**src/rtl/page_replay_buf_if.sv**
```systemverilog
// Bus bundle between a BFT leaf adapter and page_replay_buf.
// The master side drives packets and control, the slave side is the buffer.
interface page_replay_buf_if #(
    parameter int DATA_W = 49,
    parameter int DEPTH  = 16
);
    localparam int CW = $clog2(DEPTH) + 1;

    logic [DATA_W-1:0] din_leaf_bft2interface;
    logic [DATA_W-1:0] dout_leaf_interface2bft;
    logic              ap_start;
    logic              resend;
    logic [CW-1:0]     count;
    logic              full;
    logic              busy;
    logic              overflow;

    modport master (
        output din_leaf_bft2interface,
        output ap_start,
        output resend,
        input  dout_leaf_interface2bft,
        input  count,
        input  full,
        input  busy,
        input  overflow
    );

    modport slave (
        input  din_leaf_bft2interface,
        input  ap_start,
        input  resend,
        output dout_leaf_interface2bft,
        output count,
        output full,
        output busy,
        output overflow
    );
endinterface

```
**src/rtl/page_replay_buf.sv**
```systemverilog
// Capture/replay buffer for BFT leaf packets.
// While ap_start is high, valid packets (MSB set) are stored in order until
// the buffer is full; a resend request in IDLE replays the stored packets
// back-to-back on dout, one per cycle, without disturbing the contents.
module page_replay_buf #(
    parameter int DATA_W = 49,
    parameter int DEPTH  = 16
) (
    input  logic              clk,
    input  logic              reset,
    page_replay_buf_if.slave  bus
);
    localparam int AW = $clog2(DEPTH);
    localparam int CW = AW + 1;

    typedef enum logic [1:0] {
        ST_IDLE    = 2'd0,
        ST_CAPTURE = 2'd1,
        ST_REPLAY  = 2'd2
    } state_t;

    state_t            state_reg;
    logic [CW-1:0]     count_reg;
    logic [CW-1:0]     rd_ptr_reg;
    logic              overflow_reg;
    logic [DATA_W-1:0] dout_reg;

    // Packet storage; no reset so it maps onto block RAM. Stale entries are
    // harmless because count_reg bounds everything that can be replayed.
    logic [DATA_W-1:0] mem [DEPTH];

    logic              pkt_valid;
    logic              has_room;
    logic              wr_en;
    logic [AW-1:0]     wr_addr;
    logic [AW-1:0]     rd_addr;
    logic              replay_more;

    assign pkt_valid   = bus.din_leaf_bft2interface[DATA_W-1];
    assign has_room    = (count_reg < CW'(DEPTH));
    assign wr_addr     = count_reg[AW-1:0];
    assign rd_addr     = rd_ptr_reg[AW-1:0];
    assign replay_more = (rd_ptr_reg < count_reg);

    // The write is gated by ap_start so the exit cycle never captures, and by
    // has_room so a full buffer silently drops (overflow flags it instead).
    assign wr_en = (state_reg == ST_CAPTURE) && bus.ap_start && pkt_valid
                   && has_room && !reset;

    // Store a captured packet at the slot just past the last one held.
    always_ff @(posedge clk) begin
        if (wr_en) begin
            mem[wr_addr] <= bus.din_leaf_bft2interface;
        end
    end

    // Control FSM with registered dout, count, overflow and read pointer.
    always_ff @(posedge clk) begin
        if (reset) begin
            state_reg    <= ST_IDLE;
            dout_reg     <= '0;
            count_reg    <= '0;
            overflow_reg <= 1'b0;
            rd_ptr_reg   <= '0;
        end else begin
            case (state_reg)
                ST_IDLE: begin
                    dout_reg <= '0;
                    // ap_start wins over resend; starting a capture discards
                    // the previous page.
                    if (bus.ap_start) begin
                        state_reg    <= ST_CAPTURE;
                        count_reg    <= '0;
                        overflow_reg <= 1'b0;
                    end else if (bus.resend && (count_reg != '0)) begin
                        state_reg  <= ST_REPLAY;
                        rd_ptr_reg <= '0;
                    end
                end

                ST_CAPTURE: begin
                    dout_reg <= '0;
                    if (!bus.ap_start) begin
                        state_reg <= ST_IDLE;
                    end else if (pkt_valid) begin
                        if (has_room) begin
                            count_reg <= count_reg + CW'(1);
                        end else begin
                            overflow_reg <= 1'b1;
                        end
                    end
                end

                ST_REPLAY: begin
                    // One packet per cycle; the cycle after the last packet
                    // drives 0 and hands control back to IDLE.
                    if (replay_more) begin
                        dout_reg   <= mem[rd_addr];
                        rd_ptr_reg <= rd_ptr_reg + CW'(1);
                    end else begin
                        dout_reg   <= '0;
                        rd_ptr_reg <= '0;
                        state_reg  <= ST_IDLE;
                    end
                end

                default: begin
                    state_reg <= ST_IDLE;
                    dout_reg  <= '0;
                end
            endcase
        end
    end

    assign bus.dout_leaf_interface2bft = dout_reg;
    assign bus.count                   = count_reg;
    assign bus.overflow                = overflow_reg;
    assign bus.full                    = (count_reg == CW'(DEPTH));
    assign bus.busy                    = (state_reg == ST_REPLAY);

endmodule

```
**src/flat_wrapper.sv**
```systemverilog
// flat-port wrapper written by rule: the top's interface ports become plain ports
module page_replay_buf_flat 
#(
    parameter int DATA_W = 49,
    parameter int DEPTH  = 16
)
  (clk, reset, bus_din_leaf_bft2interface, bus_ap_start, bus_resend, bus_dout_leaf_interface2bft, bus_count, bus_full, bus_busy, bus_overflow);
  page_replay_buf_if #(.DATA_W(DATA_W), .DEPTH(DEPTH)) bus_i ();
  input  logic clk;
  input  logic reset;
  input wire logic [$bits(bus_i.din_leaf_bft2interface)-1:0] bus_din_leaf_bft2interface;
  input wire logic [$bits(bus_i.ap_start)-1:0] bus_ap_start;
  input wire logic [$bits(bus_i.resend)-1:0] bus_resend;
  output wire logic [$bits(bus_i.dout_leaf_interface2bft)-1:0] bus_dout_leaf_interface2bft;
  output wire logic [$bits(bus_i.count)-1:0] bus_count;
  output wire logic [$bits(bus_i.full)-1:0] bus_full;
  output wire logic [$bits(bus_i.busy)-1:0] bus_busy;
  output wire logic [$bits(bus_i.overflow)-1:0] bus_overflow;
  assign bus_i.din_leaf_bft2interface = bus_din_leaf_bft2interface;
  assign bus_i.ap_start = bus_ap_start;
  assign bus_i.resend = bus_resend;
  assign bus_dout_leaf_interface2bft = bus_i.dout_leaf_interface2bft;
  assign bus_count = bus_i.count;
  assign bus_full = bus_i.full;
  assign bus_busy = bus_i.busy;
  assign bus_overflow = bus_i.overflow;
  page_replay_buf #(.DATA_W(DATA_W), .DEPTH(DEPTH)) u_core (.clk(clk), .reset(reset), .bus(bus_i));
endmodule
```
**config.mk**
```make
export PLATFORM = sky130hd
export DESIGN_NAME = page_replay_buf_flat
export DESIGN_NICKNAME = d
export VERILOG_FILES = /design/src/rtl/page_replay_buf_if.sv /design/src/rtl/page_replay_buf.sv /design/src/flat_wrapper.sv
export SDC_FILE = /design/constraint.sdc
export NUM_CORES = 1
export LEC_CHECK = 0
export CORE_AREA = 2 2 359 183
export CTS_BUF_LIST = sky130_fd_sc_hd__clkbuf_16
export DETAILED_ROUTE_END_ITERATION = 16
export DIE_AREA = 0 0 361 185
export GPL_TIMING_DRIVEN = 0
export PLACE_DENSITY = 0.67
export SLEW_MARGIN = 10
export SYNTH_ARGS = -nofsm -noshare
export SYNTH_HDL_FRONTEND = slang
export SYNTH_SLANG_ARGS = --single-unit
```
**constraint.sdc**
```tcl
create_clock -name clk -period 9 [get_ports clk]
set_input_delay 1.8 -clock clk [delete_from_list [all_inputs] [get_ports clk]]
set_output_delay 1.8 -clock clk [all_outputs]
set_load 0.02 [all_outputs]
```
Word-level counts from Yosys, hierarchy flattened. Memories as Yosys holds them, arrays and structs flattened. A register that Yosys moved wholly into a read port is not among the register bits. Cells that the tools add are included.

Flip-flop bits (word level): 13. RAM bits: 784. Input bits: 53. Output and inout port bits: 57. Logic and storage cells: 60. Memories kept: 1.

Memory list: u_core.mem (depth 16, width 49, read ports 1, clocked after Yosys merged registers in 1, write ports 1, line page_replay_buf.sv:30) `logic [DATA_W-1:0] mem [DEPTH];`.

Add/sub/neg operators: 2. $lt $le $gt $ge: 2. Equal/unequal tests: 13. Muxes and demuxes: 21. Bitwise logic cells: 2. Reductions and logical operators: 15.

Operator list (number): $mux 5 (7); $pmux 5 s2 (2); $ne 2x2->1 const B (7); $add 5x1->5 const B (2); $reduce_and 5->1 (2); $mux 2 (4); $mux 1 (6); $pmux 2 s3 (1); $reduce_and 3->1 (2); $eq 5x5->1 const B (1); $logic_and 1x1->1 (5); $lt 5x5->1 (1); $lt 5x5->1 const B (1); $reduce_bool 5->1 (1); $ne 2x1->1 const B (2); $reduce_bool 2->1 (2); $ne 3x2->1 const B (1); $reduce_or 3->1 (1); $eq 2x1->1 const B (1); $eq 2x2->1 const B (1); $logic_not 2->1 (1); $not 1->1 (2); $pmux 1 s2 (1); $logic_not 1->1 (1).

Depth between registers and ports, before layout.
Word-level depth: 7. Gate-level depth with buffers: 9. Mapped depth without buffers: 7.

Least setup slack after synthesis. Ideal clock, no wire load.

Path type: input to register. Start point: input port bus_din_leaf_bft2interface[48]. End point: memory u_core.mem[1][0], enable pin. Library setup time: 0.516 ns. Data arrival time: 5.734 ns. Data required time: 8.484 ns. Path slack: 2.750 ns. Cell stages on the path: 4. Path buffers: 0. Cell sequence: nand2b_1 -> nor4b_2 -> nand2_1 -> nor3_1.

Cells in the longest elaborated chain, start to end: 5.

RTL lines: start, declared (line flat_wrapper.sv:11) `input wire logic [$bits(bus_i.din_leaf_bft2interface)-1:0] bus_din_leaf_bft2interface;`; $logic_and 1x1->1 (line page_replay_buf.sv:47) `assign wr_en = (state_reg == ST_CAPTURE) && bus.ap_start && pkt_valid`; $logic_and 1x1->1 (2 in series) (line page_replay_buf.sv:48) `&& has_room && !reset;`; $mux 1 (line page_replay_buf.sv:52) `if (wr_en) begin`; $mux 1 (not written as such) (line page_replay_buf.sv:53) `mem[wr_addr] <= bus.din_leaf_bft2interface;`; end, declared (line page_replay_buf.sv:30).

Every way passes these cells.

Worst setup path in the final report.
Start point: input port bus_din_leaf_bft2interface[48]. End point: memory u_core.mem[0][29], enable pin.

Same word-level chain as after synthesis.

==> metrics <==
max-cap violations=0; most frequent cells in the layout=784 x edfxtp_1, 193 x mux4_2, 109 x clkdlybuf4s50_1; worst hold start=u_core.bus.overflow$_SDFFE_PP0P_; dpl hpwl=slightly below 50 mm; Reg with most FFs=u_core.mem; met2 Track Usage GR=around 33%; Fin Clk Skew=approximately 0.026 ns; initial antenna violation count=1; ys async rst share=0%; Tot GR Track Use=approximately 23%; Psw=approximately 1.5 mW; Hold Fails Final Rpt=0; R2R Path Start=u_core.state_reg[0]$_SDFFE_PP0P_; First-pass DRT Iterations=5; status=finished, final reports clean; TritonCTS clock tree=done; Max FO, Critical Path=18; Skew-Pair Late Insertion Delay=0.62 ns; RSZ-0062 raised after global routing=false; Period minus WS final=between 4 and 5 ns; leakage power figure=11.47 nW; met1 usage in global routing=a little under two fifths; Worst Path Required=about 9.3 ns; most common cell after layout, fill and taps aside=edfxtp_1; final core occ=57.86%; fmax=slightly above 0.2 GHz; CP max stage cell=clkdlybuf4s50_1; slew margin rel.=27.84%; Die Area=approximately 0.067 sq mm; share of post-route cells with drive strength above 1=25.94%; crit-path cells=clkdlybuf4s50_1, nand2b_1, nor4b_2, nand2_1, nor3_2, buf_6, buf_8, buf_4; EDFF count, synth=about 780; fin. max-slew vios=0; nets=1682; GR peak layer=met1; gpl congestion=around 0.81; worst vdd ir=roughly 0.00013 V; WS Path Type=in -> reg; CP Capture Type=flip-flop; CTS max path bufs=3; slowest stage delay, CP=~0.99 ns; R2R setup slack=approximately 5.9 ns; Worst-path clk slew=approximately 0.060 ns; PwrDens=199.1 mW/mm^2; I/O pin cnt=110; drt wl/cell=between 30 and 40 um; crit path launch=bus_din_leaf_bft2interface[48]; Pint=just under 6 mW; synthesized area=0.03161 sq mm; clk root buf=clkbuf_16; setup bufs post-CTS=0; global-route wire length before repair=between 100 and 150 mm; Fill cells=around 4500; CTS sink cnt=approximately 850; DRT Wirelength=76.14 mm; HP Class=reg -> reg; Final setup viols=0; Post-DRT Antenna Nets=0; Sw Share=19.88%; final critical-path share of the clock period=between 50% and 60%; Comb pwr share=under 10%; number of flip-flops under the largest register name=784; via count=between 15000 and 20000; TritonCTS Buffers=72; synth unique cells=42; H-tree levels=3; met3 Use GR=around 5.2%; cell count after synthesis=between 1000 and 1500; Initial Util=49.40%; Slew @ Worst Pin=1.082 ns; row count=66; vias in the first global route=between 15000 and 20000; CP arrival=approximately 5.2 ns; Post-CTS Hold Buffers=0; P&R area growth vs syn=17.13%; Mapped Nets=approximately 1400; Post-route DRC=0; ys flop type=edfxtp_1; sequential share of the synthesized area=just under 80%; drt via density=6.112; post_cts resized=0; PortBufs=109; syn_area_per_cell=~23 sq um; Final Non-Filler Cells=approximately 2500; flops & latches, synth=approximately 850; placed cell count=~2400; initial DRC count=roughly 2500; gr ovfl total=0; core area=0.06400 sq mm; Setup crit start kind=input port; Yosys warnings=0; Clock Power Share=about two fifths; Seq pwr share=~58%; die span in x=~360 um; largest net degree at the start of global routing=22; die height=about 190 um
[power by group through the flow]
stage	combinational, mW	sequential [mW]	clock (mW)
3_5_place_dp	0.0855	4.38	0
6_report	0.0867	4.29	2.99
2_1_floorplan	0.0115	4.38	0
5_1_grt	0.0941	4.29	3.19
4_1_cts	0.0856	4.29	3.03
3_3_place_gp	0.0767	4.38	0
[per-layer routing]
metal	vias up	wire length, um
met5	-	0
met1	8180	34030
li1	6331	-
met4	0	1286
met3	104	7762
met2	837	33060
[worst max-delay path, delay by kind of cell]
family	cells	cell delay, ns
buffers and inverters	4	1.66
and+or+nand+nor	4	1.71
[worst paths after layout]
path / cells past startpoint / end
max: 8 / u_core.mem[0][29]$_DFFE_PP_
min reg2reg: 2 / u_core.bus.overflow$_SDFFE_PP0P_
max reg2reg: 7 / u_core.mem[0][29]$_DFFE_PP_
min: 2 / u_core.bus.overflow$_SDFFE_PP0P_
[metrics by stage]
stage / hold slack, ns / worst slack [ns] / power, mW / instance area (sq um) / setup TNS (ns)
after detailed placement: 0.5164 / 3.578 / 4.466 / 34820 / 0
after floorplan: 0.4841 / 2.750 / 4.392 / 31610 / 0
final: 0.5231 / 4.120 / 7.374 / 37030 / 0
after CTS: 0.5337 / 4.200 / 7.407 / 37030 / 0
after global placement: 0.4738 / -2.501 / 4.457 / 33770 / -486.96
after global routing: 0.5661 / 3.984 / 7.574 / 37030 / 0
[cells by family (layout without fill, tap and decap cells)]
kind of cell             count (synthesis)  in the layout  synth area share [%]
XOR/XNOR                                 2              2               0.05542
adder cells (fa/ha/maj)                  9              9                0.3562
other                                    0              1                     0
flip-flops                             846            846                 78.39
multiplexers                           246            246                 15.58
AO/OA/AOI/OAI                          116            116                 2.612
AND/OR/NAND/NOR                         76             76                 1.239
buffers and inverters                   85            382                 1.761
[cell usage after synthesis (2+ instances only)]
cell type | instances | area share (%)
buf_4 | 5 | 0.12
nor2_1 | 22 | 0.26
buf_2 | 33 | 0.52
ha_1 | 9 | 0.36
o21ai_0 | 2 | 0.032
edfxtp_1 | 784 | 74
mux4_1 | 3 | 0.25
a21o_1 | 2 | 0.047
dfxtp_1 | 62 | 3.9
mux4_2 | 193 | 14
o22ai_1 | 35 | 0.69
buf_6 | 18 | 0.64
inv_1 | 8 | 0.095
nor2b_1 | 17 | 0.34
a21oi_1 | 6 | 0.095
mux2i_1 | 50 | 1.6
a211oi_1 | 64 | 1.5
nand3_1 | 2 | 0.032
buf_8 | 2 | 0.095
xnor2_1 | 2 | 0.055
nand4_1 | 3 | 0.059
clkbuf_1 | 15 | 0.18
nor3_1 | 5 | 0.079
nand2b_1 | 5 | 0.099
nand2_1 | 16 | 0.19
[area by class of cell]
class / count / area [sq um] / share of cell area [%]
Multi-Input combinational cell: 449 / 6384 / 17.24
Buffer: 76 / 523.0 / 1.412
Inverter: 9 / 33.78 / 0.09123
Antenna cell: 1 / 2.502 / 0.006758
Tap cell: 850 / 1064 / 2.872
Timing Repair Buffer: 166 / 2029 / 5.480
Clock inverter: 57 / 359.1 / 0.9697
Clock buffer: 74 / 1852 / 5.001
Sequential cell: 846 / 24780 / 66.93
Note: power is estimated with default switching activity, not from simulation.
